[src/rtl/ceespu_pkg.sv]
// Shared ceespu definitions: data-memory controller states and bus widths.
package ceespu_pkg;

    typedef enum logic [1:0] {
        IDLE = 2'd0,
        LO   = 2'd1,
        HI   = 2'd2,
        DONE = 2'd3
    } dmem_state_t;

    localparam int DMEM_AW = 16;
    localparam int SRAM_AW = 15;
    localparam int SRAM_DW = 16;

    localparam logic [3:0] WE_READ = 4'b0000;

endpackage

[src/rtl/ceespu_dmem_ctrl_if.sv]
// CPU dmem port plus 16-bit async SRAM pins; slave is the controller's view,
// master is the view of the core and the SRAM together.
import ceespu_pkg::*;

interface ceespu_dmem_ctrl_if;
    logic                I_dmemE;
    logic [3:0]          I_dmemWe;
    logic [DMEM_AW-1:0]  I_dmemAddress;
    logic [31:0]         I_dmemWData;
    logic [31:0]         O_dmemData;
    logic                O_dmemBusy;
    logic [SRAM_AW-1:0]  O_sram_addr;
    logic [SRAM_DW-1:0]  O_sram_wdata;
    logic [SRAM_DW-1:0]  I_sram_rdata;
    logic                O_sram_ce_n;
    logic                O_sram_we_n;
    logic                O_sram_lb_n;
    logic                O_sram_ub_n;

    modport slave (
        input  I_dmemE, I_dmemWe, I_dmemAddress, I_dmemWData, I_sram_rdata,
        output O_dmemData, O_dmemBusy, O_sram_addr, O_sram_wdata,
               O_sram_ce_n, O_sram_we_n, O_sram_lb_n, O_sram_ub_n
    );

    modport master (
        output I_dmemE, I_dmemWe, I_dmemAddress, I_dmemWData, I_sram_rdata,
        input  O_dmemData, O_dmemBusy, O_sram_addr, O_sram_wdata,
               O_sram_ce_n, O_sram_we_n, O_sram_lb_n, O_sram_ub_n
    );
endinterface

[src/rtl/ceespu_dmem_ctrl.sv]
// ceespu data-memory controller: 32-bit word accesses as two 16-bit SRAM phases of WAIT_STATES+1 cycles.
// Full word 2W+3 cycles busy-to-DONE, single-half write W+2; CPU stalled via O_dmemBusy.
// Optional one-entry read buffer under CEESPU_DMEM_RDBUF_EN.
import ceespu_pkg::*;

module ceespu_dmem_ctrl #(
    parameter int WAIT_STATES = 1
) (
    input  logic             I_clk,
    input  logic             I_rst_n,
    ceespu_dmem_ctrl_if.slave bus
);

    dmem_state_t        state;
    logic [3:0]         waitCnt;
    logic [DMEM_AW-1:2] addrQ;
    logic [3:0]         weQ;
    logic [31:0]        wdataQ;
    logic [31:0]        dataQ;

    logic isWrite;
    logic lastCyc;
    logic bufHit;
    logic unusedAddrBits;

    assign isWrite        = (weQ != WE_READ);
    assign lastCyc        = (waitCnt == 4'(WAIT_STATES));
    assign unusedAddrBits = ^bus.I_dmemAddress[1:0];

`ifdef CEESPU_DMEM_RDBUF_EN
    logic               bufValid;
    logic [DMEM_AW-1:2] bufTag;

    assign bufHit = bufValid && (bus.I_dmemWe == WE_READ)
                 && (bufTag == bus.I_dmemAddress[DMEM_AW-1:2]);

    // The tag always names the word currently held in dataQ: writes drop it
    // because they may have changed that word in SRAM.
    always_ff @(posedge I_clk or negedge I_rst_n) begin
        if (!I_rst_n) begin
            bufValid <= 1'b0;
            bufTag   <= '0;
        end else if (state == IDLE && bus.I_dmemE && bus.I_dmemWe != WE_READ) begin
            bufValid <= 1'b0;
        end else if (state == HI && lastCyc && !isWrite) begin
            bufValid <= 1'b1;
            bufTag   <= addrQ;
        end
    end
`else
    assign bufHit = 1'b0;
`endif

    always_ff @(posedge I_clk or negedge I_rst_n) begin
        if (!I_rst_n) begin
            state   <= IDLE;
            waitCnt <= '0;
            addrQ   <= '0;
            weQ     <= WE_READ;
            wdataQ  <= '0;
            dataQ   <= '0;
        end else begin
            case (state)
                IDLE: begin
                    if (bus.I_dmemE) begin
                        addrQ   <= bus.I_dmemAddress[DMEM_AW-1:2];
                        weQ     <= bus.I_dmemWe;
                        wdataQ  <= bus.I_dmemWData;
                        waitCnt <= '0;
                        if (bufHit)
                            state <= DONE;
                        else if (bus.I_dmemWe == WE_READ || bus.I_dmemWe[1:0] != 2'b00)
                            state <= LO;
                        else
                            state <= HI;
                    end
                end
                LO: begin
                    if (lastCyc) begin
                        waitCnt <= '0;
                        if (!isWrite)
                            dataQ[15:0] <= bus.I_sram_rdata;
                        state <= (!isWrite || weQ[3:2] != 2'b00) ? HI : DONE;
                    end else begin
                        waitCnt <= waitCnt + 4'd1;
                    end
                end
                HI: begin
                    if (lastCyc) begin
                        waitCnt <= '0;
                        if (!isWrite)
                            dataQ[31:16] <= bus.I_sram_rdata;
                        state <= DONE;
                    end else begin
                        waitCnt <= waitCnt + 4'd1;
                    end
                end
                default: state <= IDLE;
            endcase
        end
    end

    // SRAM pins decode straight from state so a reset idles them in the same cycle.
    always_comb begin
        bus.O_dmemBusy   = 1'b0;
        bus.O_sram_addr  = '0;
        bus.O_sram_wdata = '0;
        bus.O_sram_ce_n  = 1'b1;
        bus.O_sram_we_n  = 1'b1;
        bus.O_sram_lb_n  = 1'b1;
        bus.O_sram_ub_n  = 1'b1;
        case (state)
            IDLE: bus.O_dmemBusy = bus.I_dmemE;
            LO: begin
                bus.O_dmemBusy   = 1'b1;
                bus.O_sram_ce_n  = 1'b0;
                bus.O_sram_addr  = {addrQ, 1'b0};
                bus.O_sram_wdata = wdataQ[15:0];
                bus.O_sram_we_n  = !(isWrite && !lastCyc);
                bus.O_sram_lb_n  = isWrite ? !weQ[0] : 1'b0;
                bus.O_sram_ub_n  = isWrite ? !weQ[1] : 1'b0;
            end
            HI: begin
                bus.O_dmemBusy   = 1'b1;
                bus.O_sram_ce_n  = 1'b0;
                bus.O_sram_addr  = {addrQ, 1'b1};
                bus.O_sram_wdata = wdataQ[31:16];
                bus.O_sram_we_n  = !(isWrite && !lastCyc);
                bus.O_sram_lb_n  = isWrite ? !weQ[2] : 1'b0;
                bus.O_sram_ub_n  = isWrite ? !weQ[3] : 1'b0;
            end
            default: bus.O_dmemBusy = 1'b0;
        endcase
    end

    assign bus.O_dmemData = dataQ;

endmodule

[src/flat_wrapper.sv]
// flat-port wrapper written by rule: the top's interface ports become plain ports
module ceespu_dmem_ctrl_flat 
#(
    parameter int WAIT_STATES = 1
)
  (I_clk, I_rst_n, bus_I_dmemE, bus_I_dmemWe, bus_I_dmemAddress, bus_I_dmemWData, bus_I_sram_rdata, bus_O_dmemData, bus_O_dmemBusy, bus_O_sram_addr, bus_O_sram_wdata, bus_O_sram_ce_n, bus_O_sram_we_n, bus_O_sram_lb_n, bus_O_sram_ub_n);
  ceespu_dmem_ctrl_if bus_i ();
  input  logic I_clk;
  input  logic I_rst_n;
  input wire logic [$bits(bus_i.I_dmemE)-1:0] bus_I_dmemE;
  input wire logic [$bits(bus_i.I_dmemWe)-1:0] bus_I_dmemWe;
  input wire logic [$bits(bus_i.I_dmemAddress)-1:0] bus_I_dmemAddress;
  input wire logic [$bits(bus_i.I_dmemWData)-1:0] bus_I_dmemWData;
  input wire logic [$bits(bus_i.I_sram_rdata)-1:0] bus_I_sram_rdata;
  output wire logic [$bits(bus_i.O_dmemData)-1:0] bus_O_dmemData;
  output wire logic [$bits(bus_i.O_dmemBusy)-1:0] bus_O_dmemBusy;
  output wire logic [$bits(bus_i.O_sram_addr)-1:0] bus_O_sram_addr;
  output wire logic [$bits(bus_i.O_sram_wdata)-1:0] bus_O_sram_wdata;
  output wire logic [$bits(bus_i.O_sram_ce_n)-1:0] bus_O_sram_ce_n;
  output wire logic [$bits(bus_i.O_sram_we_n)-1:0] bus_O_sram_we_n;
  output wire logic [$bits(bus_i.O_sram_lb_n)-1:0] bus_O_sram_lb_n;
  output wire logic [$bits(bus_i.O_sram_ub_n)-1:0] bus_O_sram_ub_n;
  assign bus_i.I_dmemE = bus_I_dmemE;
  assign bus_i.I_dmemWe = bus_I_dmemWe;
  assign bus_i.I_dmemAddress = bus_I_dmemAddress;
  assign bus_i.I_dmemWData = bus_I_dmemWData;
  assign bus_i.I_sram_rdata = bus_I_sram_rdata;
  assign bus_O_dmemData = bus_i.O_dmemData;
  assign bus_O_dmemBusy = bus_i.O_dmemBusy;
  assign bus_O_sram_addr = bus_i.O_sram_addr;
  assign bus_O_sram_wdata = bus_i.O_sram_wdata;
  assign bus_O_sram_ce_n = bus_i.O_sram_ce_n;
  assign bus_O_sram_we_n = bus_i.O_sram_we_n;
  assign bus_O_sram_lb_n = bus_i.O_sram_lb_n;
  assign bus_O_sram_ub_n = bus_i.O_sram_ub_n;
  ceespu_dmem_ctrl #(.WAIT_STATES(WAIT_STATES)) u_core (.I_clk(I_clk), .I_rst_n(I_rst_n), .bus(bus_i));
endmodule
[config.mk]
export PLATFORM = sky130hd
export DESIGN_NAME = ceespu_dmem_ctrl_flat
export DESIGN_NICKNAME = d
export VERILOG_FILES = /design/src/rtl/ceespu_pkg.sv /design/src/rtl/ceespu_dmem_ctrl_if.sv /design/src/rtl/ceespu_dmem_ctrl.sv /design/src/flat_wrapper.sv
export SDC_FILE = /design/constraint.sdc
export NUM_CORES = 1
export LEC_CHECK = 0
export CAP_MARGIN = 25
export CORE_MARGIN = 1.5
export CORE_UTILIZATION = 43
export DETAILED_ROUTE_END_ITERATION = 7
export GPL_ROUTABILITY_DRIVEN = 0
export MAX_ROUTING_LAYER = met4
export PLACE_DENSITY = 0.77
export SYNTH_ARGS = -nofsm -noshare
export SYNTH_HDL_FRONTEND = slang
export SYNTH_SLANG_ARGS = --single-unit
[constraint.sdc]
create_clock -name I_clk -period 1.9 [get_ports I_clk]
set_input_delay 0.285 -clock I_clk [delete_from_list [all_inputs] [get_ports I_clk]]
set_output_delay 0.285 -clock I_clk [all_outputs]
set_load 0.03 [all_outputs]
Yosys cells after proc, flatten, opt, wreduce, memory -nomap -nowiden
Cells that the tools add are included.
{"block": "word_totals", "inputBits": 71, "wordCells": 57, "reg_bits": 88}
{"block": "op_classes", "mux": 20, "reduce_logical": 22, "n_addsub": 1, "bitwise": 1, "eq_ne": 6}
{"cell": "case mux 16 bit (2 select lines)", "n": 1}
{"cell": "case mux 15 bit (2 select lines)", "n": 1}
{"cell": "AND reduction 3 bit", "n": 3}
{"cell": "two-way mux 2 bit", "n": 4}
{"cell": "two-way mux 4 bit", "n": 2}
{"cell": "case mux 4 bit (2 select lines)", "n": 1}
{"cell": "logical NOT 1 bit", "n": 7}
{"cell": "two-way mux 1 bit", "n": 7}
{"cell": "case mux 1 bit (2 select lines)", "n": 3}
{"cell": "case mux 2 bit (3 select lines)", "n": 1}
{"cell": "nonzero test 2 bit", "n": 3}
{"cell": "adder 4 x 1 -> 4 bit, second input constant", "n": 1}
{"cell": "== test 4 x 1 -> 1 bit, second input constant", "n": 1}
{"cell": "logical NOT 4 bit", "n": 1}
{"cell": "inequality test 2 x 1 -> 1 bit, second input constant", "n": 2}
{"cell": "AND reduction 2 bit", "n": 2}
{"cell": "nonzero test 4 bit", "n": 1}
{"cell": "== test 2 x 1 -> 1 bit, second input constant", "n": 1}
{"cell": "== test 2 bit, second input constant", "n": 1}
{"cell": "logical NOT 2 bit", "n": 1}
{"cell": "logical OR 1 bit", "n": 2}
{"cell": "inequality test 2 bit, second input constant", "n": 1}
{"cell": "OR reduction 2 bit", "n": 1}
{"cell": "logical AND 1 bit", "n": 1}
{"cell": "NOT 1 bit", "n": 1}

Depth between registers and ports, before layout
{"block": "logic_depth", "depth_word": 6, "ltp_mapped": 7}

Least setup slack after synthesis
OpenSTA, ideal clock, no wires.
{"block": "synth_path", "path_kind": "flip-flop to output port", "from": "reg u_core.state[0]", "to": "out bus_O_sram_lb_n", "arrival_time_ps": 2251, "stages_incl_launch_ff": 6, "path_slack_ps": -636, "required_ps": 1615, "path_cell_list": "dfrtp_1 > inv_1 > ha_1 > clkbuf_1 > mux2_2 > o21ai_0"}
{"block": "synth_between", "elab_chain_cells": 2}
{"element": "from (decl)", "line_no": "ceespu_dmem_ctrl.sv:14", "source": "dmem_state_t state;"}
{"element": "from (signal assigned)", "line_no": "ceespu_dmem_ctrl.sv:83", "source": "state <= (!isWrite || weQ[3:2] != 2'b00) ? HI : DONE;"}
{"element": "== test 2 bit / == test 2 x 1 -> 1 bit (equally long branches)", "line_no": "ceespu_dmem_ctrl.sv:112", "source": "case (state)"}
{"element": "case mux 1 bit (2 select lines) (*)", "line_no": "ceespu_dmem_ctrl.sv:112"}
{"element": "to (decl)", "line_no": "flat_wrapper.sv:21", "source": "output wire logic [$bits(bus_i.O_sram_lb_n)-1:0] bus_O_sram_lb_n;"}
Every way passes the cells marked *; elsewhere a longest branch is shown, timed or not.

Worst setup path in the final report
{"block": "layout_path", "from": "reg u_core.state[1]", "to": "out bus_O_sram_ub_n"}
{"block": "layout_between", "elab_chain_cells": 2}
{"element": "== test 2 bit / == test 2 x 1 -> 1 bit (equally long branches)", "line_no": "ceespu_dmem_ctrl.sv:112"}
{"element": "case mux 1 bit (2 select lines) (*)", "line_no": "ceespu_dmem_ctrl.sv:112"}
{"element": "to (decl)", "line_no": "flat_wrapper.sv:22", "source": "output wire logic [$bits(bus_i.O_sram_ub_n)-1:0] bus_O_sram_ub_n;"}
Marked as above.

==> results_dict.tcl <==
set metrics [dict create \
    wl_met2_um 4460 \
    wl_met3_um 583 \
    fin_crit_ps 2100 \
    start_util_pct 44.7 \
    setup_viol 34 \
    drcViolationCount 0 \
    status "finished with violations" \
    syn_inst 284 \
    antenna_found_initial 0 \
    overflow 0 \
    setup_slack_ps -196 \
    startpoint_type "flip-flop" \
    crit_slowest_cell "dfrtp_1" \
    cts_buffers 9 \
    synth_area_um2 3920 \
    synthToLayoutAreaGrowth_pct 56.8 \
    top_layer "met4" \
    slew_headroom_pct 75.8 \
    crit_buf_inv 3 \
    grt_first_pass_wirelength_um 15300 \
    drive_gt1_share_pct 49.0 \
    cp_top_family "flip-flops" \
    ys_seq_area_share_pct 56.2 \
    hold_path.class "in2async" \
    synth_compound_area_share_pct 5.36 \
    rsz0062_at_grt "yes" \
    worstSetupPathType "reg2out" \
    die_h_um 98.5 \
    viasPerCell 5.12 \
    violations "setup timing" \
    numClockSinks 88 \
    cap_violations 0 \
    die_w_um 98.5 \
    diodes 0 \
    slowest_delay_ps 410 \
    initialDrtViolationCount 60 \
    cp-endpoint "bus_O_sram_ub_n" \
    path_cells "buf_6, ha_4, buf_6, mux2_4, o21ai_4, buf_12" \
    startpoint "u_core.state[1]" \
    cts_tree "built" \
    synth_xor_area_share_pct 0 \
    r2r_end "u_core.bus.O_dmemData[23]" \
    worst_skew_pair.late_latency_ps 350 \
    critPathRequiredTime_ps 1620 \
    final_max_slew_viol_count 0 \
    synth_nets 361 \
    routed_wl_um 9550 \
    io_buffer_count 136 \
    vdd_drop_max_mv 1.02 \
    grtUsageTotal_pct 20.9 \
    reg2reg_depth 6 \
    syn_avg_cell_area_um2 13.8 \
    post-route-period-util_pct 110 \
    htree_num_levels 3 \
    drt_pass1_iterations 4 \
    hpwl_um 6450 \
    yosys_register_bits 88 \
    fin_skew_ps 13.2 \
    path_max_fanout 6 \
    ys_types 28 \
    nNetsFinal 517 \
    endpoint_kind "output pin" \
    synth.area.mux_share_pct 26.1 \
    ioPinCount 139 \
    synthAdderAreaFrac_pct 1.92 \
    power_density_nw_per_um2 2000 \
    cts_buffer_depth 2 \
    grt_start_max_net_pins 38 \
    tightestPinTransition_ps 363 \
    synth_top_family_by_area "multiplexers" \
    die_area_um2 9700 \
    timing.rr.start "u_core.waitCnt[1]" \
    cts-root-buf "clkbuf_8" \
    placed_area_um2 5480 \
    worst-path-stages 6 \
    crit_arrival_ps 1810 \
    core_area_um2 8760 \
    final_area_um2 6140 \
    power.leakage_nw 2.69 \
    ant_nets 0 \
    synth_warnings 0 \
    routedWlPerCell_um 17.3 \
    yosys.area_share.simple_pct 8.24 \
    crit_top_cell "buf_6" \
    finalPower_mw 12.3 \
    fmaxAchievable_ghz 0.477 \
    first_global_vias 3053 \
    clk_pin_slew_worst_paths_ps 100 \
    wl_met1_um 4300 \
    timing_hold_violations_final 0 \
    regToRegSetupSlack_ps 170 \
    rows 34 \
    via_count 2829 \
]
-- cells in the final DEF (no fill, tap or decap), drive strengths merged --
| cell | netlist | final |
|---|---|---|
| clkbuf | 6 | 10 |
| a21o | 1 | 1 |
| or3 | 2 | 2 |
| nand3 | 1 | 1 |
| nand2b | 5 | 5 |
| mux2 | 84 | 84 |
| a221oi | 1 | 1 |
| nor2 | 21 | 21 |
| o21ai | 4 | 4 |
| and2 | 15 | 15 |
| bufinv | 0 | 2 |
| o31ai | 4 | 4 |
| inv | 4 | 5 |
| buf | 9 | 60 |
| a21oi | 3 | 3 |
| dlygate4sd3 | 0 | 1 |
| a22oi | 16 | 16 |
| nor3 | 3 | 3 |
| nor3b | 1 | 1 |
| clkinv | 0 | 3 |
| nor4b | 1 | 1 |
| a22o | 1 | 1 |
| ha | 6 | 6 |
| nand2 | 7 | 7 |
| nor4 | 1 | 1 |
| dfrtp | 88 | 88 |
| clkdlybuf4s50 | 0 | 99 |
-- stage by stage --
| step | util, % | setup TNS (ps) | instances | hold slack, ps | setup slack [ps] |
|---|---|---|---|---|---|
| floorplan | - | -618 | 284 | -10.6 | -57.9 |
| finish | 70.1 | -3130 | 553 | 373 | -196 |
| CTS | 67.7 | -4570 | 550 | 380 | -213 |
| detailed placement | 62.5 | -2420 | 528 | 223 | -189 |
| global route | 70.1 | -5070 | 553 | 404 | -233 |
| global placement | 62.5 | -1720 | 528 | 215 | -133 |
-- area by class of cell --
cell class	count	area (um2)
fillers	609	2620
flip-flops and latches	88	2200
multi-input cells	177	1880
repair buffers	160	1680
clock buffers	10	138
well taps	108	135
clock inverters	6	91.3
inverters	4	17.5
-- worst min path at each step --
stage / endpoint / cells past startpoint / startpoint / slack [ps]
after CTS: u_core.waitCnt[1] / 2 / I_rst_n / 380
after floorplan: u_core.addrQ[10] / 0 / I_rst_n / -10
after global routing: u_core.wdataQ[21] / 2 / I_rst_n / 400
after detailed placement: u_core.wdataQ[21] / 1 / I_rst_n / 220
after global placement: u_core.wdataQ[21] / 1 / I_rst_n / 220
final: u_core.wdataQ[21] / 2 / I_rst_n / 370
-- cell usage after synthesis --
library cell,count,area share (%)
and2_1,14,2.2
mux2_2,64,18
and2_4,1,0.22
nor4b_1,1,0.22
a21o_1,1,0.19
nand2_4,2,0.57
inv_1,4,0.38
a221oi_1,1,0.22
nor3_1,3,0.38
ha_1,6,1.9
dfrtp_1,88,56
nand3_1,1,0.13
nand2b_1,5,0.80
o21ai_0,4,0.51
a22o_1,1,0.22
nor2_1,21,2.0
mux2_4,20,7.7
o31ai_1,4,0.77
nor4_4,1,0.54
nand2_1,5,0.48
buf_1,6,0.57
clkbuf_1,6,0.57
or3_1,2,0.32
buf_2,1,0.13
nor3b_2,1,0.32
a21oi_1,3,0.38
buf_6,2,0.57
a22oi_1,16,3.1
-- what timing repair did --
action	4_1_cts	5_1_grt
hold buffers	1	0
buffers inserted	5	3
endpoints found under the setup margin	35	35
cloned	1	0
gates resized for setup	38	50
pin swaps	4	20
hold endpoints to repair	25	0
-- routing by layer --
layer  up-vias  global-route usage, %
met5         -                      -
met4         0                   6.83
met3        16                   4.54
met2       110                   32.7
met1      1393                   27.2
li1       1310                      -
-- flip-flops by register name, indices dropped and copies added (netlist names) --
signal                 count
u_core.wdataQ             32
u_core.addrQ              14
u_core.bus.O_dmemData     32
u_core.waitCnt             4
u_core.weQ                 4
u_core.state               2
-- power breakdown --
part | total [mW] | internal [mW] | switching [mW]
registers | 3.46 | 2.82 | 0.636
logic | 7.37 | 3.77 | 3.60
clock network | 1.47 | 0.784 | 0.688
-- kinds of logic after synthesis --
family          Yosys count
compound gates           30
fa+ha+maj                 6
buf+inv                  19
flops                    88
mux                      84
simple gates             57
No activity file was read; power rests on OpenSTA's default activity.
